### config.mk
export PLATFORM = sky130hd
export DESIGN_NAME = instr_mem
export DESIGN_NICKNAME = d
export VERILOG_FILES = /design/src/rtl/instr_mem.sv
export SDC_FILE = /design/constraint.sdc
export NUM_CORES = 1
export LEC_CHECK = 0
export ABC_CLOCK_PERIOD_IN_PS = 5400
export CAP_MARGIN = 10
export CORE_MARGIN = 2
export CORE_UTILIZATION = 55
export DETAILED_ROUTE_END_ITERATION = 16
export PLACE_DENSITY = 0.79
export SYNTH_ARGS = -nofsm -noshare
export SYNTH_HDL_FRONTEND = slang
export SYNTH_SLANG_ARGS = --single-unit
export TNS_END_PERCENT = 50
### constraint.sdc
create_clock -name clk -period 5.4 [get_ports clk]
set_input_delay 1.08 -clock clk [delete_from_list [all_inputs] [get_ports clk]]
set_output_delay 1.08 -clock clk [all_outputs]
set_load 0.005 [all_outputs]
### src/rtl/instr_mem.sv
// Parametrised instruction memory: self-initialising boot image, 1-cycle fetch
// handshake, word-wise reprogramming. Optional parity storage via INSTR_MEM_PARITY_EN.
module instr_mem #(
  parameter int          DATA_W    = 8,
  parameter int          ADDR_W    = 4,
  parameter logic [7:0]  HALT_WORD = 8'h80
) (
  input  logic              clk,
  input  logic              rst_n,
  input  logic              fetch_req,
  input  logic [ADDR_W-1:0] fetch_addr,
  output logic [DATA_W-1:0] fetch_data,
  output logic              fetch_valid,
  input  logic              prog_en,
  input  logic              prog_we,
  input  logic [ADDR_W-1:0] prog_addr,
  input  logic [DATA_W-1:0] prog_data,
`ifdef INSTR_MEM_PARITY_EN
  input  logic              prog_par_inv,
  output logic              parity_err,
`endif
  output logic              busy
);

  localparam int DEPTH = 1 << ADDR_W;
  localparam logic [ADDR_W-1:0] LAST_ADDR = ADDR_W'(DEPTH - 1);

  typedef enum logic [1:0] {
    ST_INIT = 2'd0,
    ST_RUN  = 2'd1,
    ST_PROG = 2'd2
  } state_t;

  function automatic logic [DATA_W-1:0] boot_word(input logic [ADDR_W-1:0] addr);
    logic [DATA_W-1:0] w;
    case (addr)
      ADDR_W'(3'd0): w = DATA_W'(8'h30);
      ADDR_W'(3'd1): w = DATA_W'(8'h40);
      ADDR_W'(3'd2): w = DATA_W'(8'h50);
      ADDR_W'(3'd3): w = DATA_W'(8'h60);
      ADDR_W'(3'd4): w = DATA_W'(8'h72);
      ADDR_W'(3'd5): w = DATA_W'(8'h80);
      default:       w = DATA_W'(HALT_WORD);
    endcase
    return w;
  endfunction

  function automatic logic even_parity(input logic [DATA_W-1:0] w);
    return ^w;
  endfunction

  state_t              state_r, state_nxt_s;
  logic [ADDR_W-1:0]   cnt_r, cnt_nxt_s;
  logic                busy_r;
  logic                fetch_valid_r;
  logic [DATA_W-1:0]   fetch_data_r;
  logic                accept_s;
  logic                we_s;
  logic [ADDR_W-1:0]   waddr_s;
  logic [DATA_W-1:0]   wdata_s;
  logic [DATA_W-1:0]   mem_r [DEPTH];

`ifdef INSTR_MEM_PARITY_EN
  logic                par_r [DEPTH];
  logic                winv_s;
  logic                parity_err_r;
`endif

  // Next-state, fetch acceptance and shared write-port selection
  always_comb begin
    state_nxt_s = state_r;
    cnt_nxt_s   = cnt_r;
    accept_s    = 1'b0;
    we_s        = 1'b0;
    waddr_s     = cnt_r;
    wdata_s     = boot_word(cnt_r);
`ifdef INSTR_MEM_PARITY_EN
    winv_s      = 1'b0;
`endif
    case (state_r)
      ST_INIT: begin
        we_s = 1'b1;
        // Counter parks at the last address rather than wrapping
        if (cnt_r == LAST_ADDR) begin
          state_nxt_s = ST_RUN;
        end else begin
          cnt_nxt_s = cnt_r + ADDR_W'(1'b1);
        end
      end
      ST_RUN: begin
        if (prog_en) begin
          state_nxt_s = ST_PROG;
        end else if (fetch_req) begin
          accept_s = 1'b1;
        end else begin
          accept_s = 1'b0;
        end
      end
      ST_PROG: begin
        if (!prog_en) begin
          state_nxt_s = ST_RUN;
        end else if (prog_we) begin
          we_s    = 1'b1;
          waddr_s = prog_addr;
          wdata_s = prog_data;
`ifdef INSTR_MEM_PARITY_EN
          winv_s  = prog_par_inv;
`endif
        end else begin
          we_s = 1'b0;
        end
      end
      default: begin
        state_nxt_s = ST_INIT;
      end
    endcase
  end

  // Control state and registered fetch outputs
  always_ff @(posedge clk or negedge rst_n) begin
    if (!rst_n) begin
      state_r       <= ST_INIT;
      cnt_r         <= '0;
      busy_r        <= 1'b1;
      fetch_valid_r <= 1'b0;
      fetch_data_r  <= '0;
    end else begin
      state_r       <= state_nxt_s;
      cnt_r         <= cnt_nxt_s;
      busy_r        <= (state_nxt_s != ST_RUN);
      fetch_valid_r <= accept_s;
      if (accept_s) begin
        fetch_data_r <= mem_r[fetch_addr];
      end else begin
        fetch_data_r <= fetch_data_r;
      end
    end
  end

  // Storage array; contents are defined only by INIT and PROG writes
  always_ff @(posedge clk) begin
    if (we_s) begin
      mem_r[waddr_s] <= wdata_s;
    end
  end

`ifdef INSTR_MEM_PARITY_EN
  // Parity bit written alongside each word, optionally inverted for injection
  always_ff @(posedge clk) begin
    if (we_s) begin
      par_r[waddr_s] <= even_parity(wdata_s) ^ winv_s;
    end
  end

  // Parity check qualified by the same acceptance as fetch_valid
  always_ff @(posedge clk or negedge rst_n) begin
    if (!rst_n) begin
      parity_err_r <= 1'b0;
    end else begin
      parity_err_r <= accept_s & (even_parity(mem_r[fetch_addr]) != par_r[fetch_addr]);
    end
  end

  assign parity_err = parity_err_r;
`endif

  assign fetch_data  = fetch_data_r;
  assign fetch_valid = fetch_valid_r;
  assign busy        = busy_r;

endmodule

# == Word level (Yosys, flattened, before mapping) ==
# Memory sizes are Yosys's and may differ from the RTL's. A register that Yosys moved wholly into a read port is not among the register bits.
# Cells that the tools add are included.
# word_totals
output_inout_bits,10
regBits,8
mem_bits_rw,128
word_cells,38
input_bits,21
mem_count,1
# classes
bitwise,1
n_mux,19
n_addsub,1
n_reduce_logical,4
eq_ne,8
# memory_table
name,depth,word_bits,rd,rd_clocked_by_memory_dff,wr,line_no,rtl
mem_r,16,8,1,1,1,61,logic [DATA_W-1:0] mem_r [DEPTH];
# op_table
cell,count
one-hot mux 8 bit (5 select lines),1
2-to-1 mux 8 bit,3
2-to-1 mux 4 bit,3
== test 4 x 2 -> 1 bit (second input constant),2
2-to-1 mux 1 bit,7
2-to-1 mux 2 bit,3
one-hot mux 2 bit (3 select lines),1
adder 4 x 1 -> 4 bit (second input constant),1
== test 4 x 1 -> 1 bit (second input constant),1
== test 4 x 3 -> 1 bit (second input constant),1
== test 4 bit (second input constant),1
zero test 4 bit,1
== test 2 x 1 -> 1 bit (second input constant),1
== test 2 bit (second input constant),1
zero test 2 bit,1
inequality test 2 x 1 -> 1 bit (second input constant),1
one-hot mux 1 bit (2 select lines),1
AND reduction 2 bit,1
zero test 1 bit,1
inverter 1 bit,1

# == Depth between registers and ports, before layout ==
# logic_depth
ltp_word,5
ltp_mapped,7

# == Worst setup path before layout ==
# Ideal clock, no wire load.
# synth_timing
kind,input to register
from,input port prog_we
to,memory mem_r[0][5] (data pin)
setup_slack_ns,2.684
arrival_time_ns,2.375
cell_stages,4
path_cell_list,and4b_1 > clkbuf_1 > clkbuf_1 > o31ai_1
# synth_between
elab_chain_len,3
# synth_rtl
element,line_no,rtl
"start, declared",15,"input logic prog_we,"
2-to-1 mux 8 bit,102,end else if (prog_we) begin
2-to-1 mux 8 bit,100,if (!prog_en) begin
2-to-1 mux 8 bit,80,case (state_r)
net wdata_s[5],60,logic [DATA_W-1:0] wdata_s;
"end, declared",61,
# The timed path passes the listed nets, and every way through them passes these cells.

# == Final worst setup path ==
# layout_timing
from,input port prog_en
to,memory mem_r[13][0] (enable)
# layout_between
elab_chain_len,4
word_cells_on_any_way,6
# layout_rtl
element,line_no,rtl
"start, declared",14,"input logic prog_en,"
2-to-1 mux 1 bit,100,
one-hot mux 1 bit (2 select lines),80,
2-to-1 mux 1 bit,142,if (we_s) begin
2-to-1 mux 1 bit (implied by the code),143,mem_r[waddr_s] <= wdata_s;
# Parallel ways exist; a longest one is shown, timed or not.

==> flow_summary.ini <==
[finish]
layout-drive-gt1-share_pct = 19.3
antenna_cells = 0
nNetsFinal = 379
stdcell_count = 503
areaGrowthSynthToFinish_pct = 16.4

[timing]
layout_min_cycle_time_ns = 3.24
finalSetupTns_ns = 0
fin_skew_ns = 0.00955
period_share_pct = 60.1
tightest_slew_ns = 1.13
max_slew_margin_pct = 24.2
slew_viol_final = 0
clock.fmax_ghz = 0.308
rsz0062_at_grt = false
finalHoldViolCount = 0
finalSetupViolations = 0

[cts]
numCtsBuffers = 17
postCtsHoldBufs = 0
path_clk_slew_ns = 0.06
cts_sinks = 144
clockBufferDepth = 2
cts_tree = done
post_cts_buffers = 0
root_buffer = clkbuf_8
cts.repair.resized = 0
clock_latency_ns = 0.54
ctsHtreeMaxLevel = 4

[min_path]
hold_path.class = reg -> reg

[global_route]
grt_pass1_wl_um = 18700
overflow = 0
busiest_layer = met1
grt_max_degree = 28
antenna_found_initial = 0
grt_usage_pct = 23.6
grt_pass1_vias = 3143
grt_util_met2_pct = 34.1
grtUsageMet3_pct = 6.81
met1_usage_pct = 35.0

[placement]
dp.cells = 471
io_buffers = 30
place.gp.congestion = 0.876
dp_hpwl_um = 7800

[floorplanning]
pin_count = 31
core_um2 = 10300
fp.dieW_um = 107
die-area_um2 = 11500
initial_utilization_pct = 56.7
die_h_um = 107
placementRows = 37

[drt]
ant_nets = 0
drc_errors = 0
drt_pass1_iterations = 5
drtIter0Drc = 425
totalWireLength_um = 12200
avgViaCountPerCell = 6.16
num_vias = 3100
wire_per_inst_um = 24.2

[synthesis]
synth_top_area_share_pct = 65.7
synth_edf_count = 128
ys_warn_count = 0
ys.flop_type = edfxtp_1
syn-instance-count = 316
synth_top_cell_by_area = edfxtp_1
synth-seq-cells = 144
ys_async_sr_fraction_pct = 11.1
ys_top_cells_by_area = edfxtp_1 (66%), mux4_2 (12%), dfrtp_1 (6.4%), mux2i_1 (2.6%), nor2_1 (1.9%)
ys_seq_area_share_pct = 72.6
synth_area_um2 = 5850
syn_nets = 341
syn_avg_cell_area_um2 = 18.5
synth_cell_type_count = 34

[power_and_ir_drop]
irDropWorstVdd_mv = 0.373
p_leak_uw = 0.00236
power.density_nw_per_um2 = 504

[setup_path]
critPathCaptureType = flip-flop
cp_max_fo = 22
r2r_setup_slack_ns = 2.73
required_ns = 5.56
crit_type = in -> reg
start_kind = input port
cp.arrival_ns = 3.41

[status]
status = completed

[run]
maxCapViolCount = 0
[synthesized netlist by cell type (6+ instances only)]
library cell  count
edfxtp_1        128
buf_2             6
mux2i_1          15
dfrtp_1          15
nand2_1           9
inv_1             7
a211o_1           7
mux4_2           30
a21oi_1           7
clkbuf_1          6
nor2_1           30
nor3_1           13
[worst max-delay path, cell delays in order]
cell and delay, ns:
clkdlybuf4s50_1 0.55, and4b_1 0.70, mux2_2 0.30, nand2_1 0.11, nor2_1 0.66
[stage by stage]
step / total power [µW] / setup slack [ns] / hold slack (ns) / util, % / cell area [µm²]
final: 3440 / 2.16 / 0.497 / 66.0 / 6810
after global routing: 3570 / 1.98 / 0.519 / 66.0 / 6810
after CTS: 3440 / 2.20 / 0.500 / 66.0 / 6810
after detailed placement: 2350 / 1.61 / 0.484 / 60.6 / 6260
after global placement: 2310 / 1.72 / 0.473 / 60.6 / 6260
after floorplan: 2040 / 2.68 / 0.484 / - / 5850
[cell type report]
cell class              count  area, µm²
flip-flops and latches    144       4250
well taps                 136        170
repair buffers             36        340
fillers                   640       3510
multi-input cells         148       1470
clock inverters            15        141
inverters                   7       26.3
clock buffers              17        414
[cells in the final DEF, fill, tap and decap left out, drive strengths merged, types with 9 or more instances in the layout]
cell type	n
nor3	13
mux4	33
nor2	30
edfxtp	128
nand2	9
clkdlybuf4s50	29
clkbuf	17
mux2i	15
inv	10
dfrtp	15
[registers in the layout (all words and copies together), names as in the netlist]
| register | flops |
|---|---|
| mem_r | 128 |
| fetch_data | 8 |
| cnt_r | 4 |
| state_r | 2 |
| busy | 1 |
| fetch_valid | 1 |
[cell families after synthesis]
group | synth area share (%)
adder cells (fa/ha/maj) | 0.855
flip-flops | 72.6
AND/OR/NAND/NOR | 5.20
XOR/XNOR | 0.449
AO/OA/AOI/OAI | 3.04
multiplexers | 15.7
buffers and inverters | 2.25
[power by group]
part / leakage (µW) / internal (µW) / switching [µW] / total (µW)
Combinational: 0.000729 / 268 / 431 / 698
Clock: 0.000269 / 652 / 443 / 1100
Sequential: 0.00137 / 1540 / 101 / 1640
[final timing paths]
path | from | end | cells after the start
worst max register to register | state_r[0] | mem_r[13][0] | 4
worst max-delay path | prog_en | mem_r[13][0] | 5
worst min register to register | fetch_data[0] | fetch_data[0] | 1
max in group asynchronous | rst_n | state_r[0] | 1
worst min-delay path | fetch_data[0] | fetch_data[0] | 1
min in group asynchronous | rst_n | cnt_r[1] | 1
[per-layer routing]
metal | up-vias | wire length, µm
met5 | - | 0
met2 | 200 | 5580
met4 | 0 | 325
li1 | 1335 | -
met3 | 26 | 1080
met1 | 1539 | 5200
Note: power is estimated with default switching activity, not from simulation.
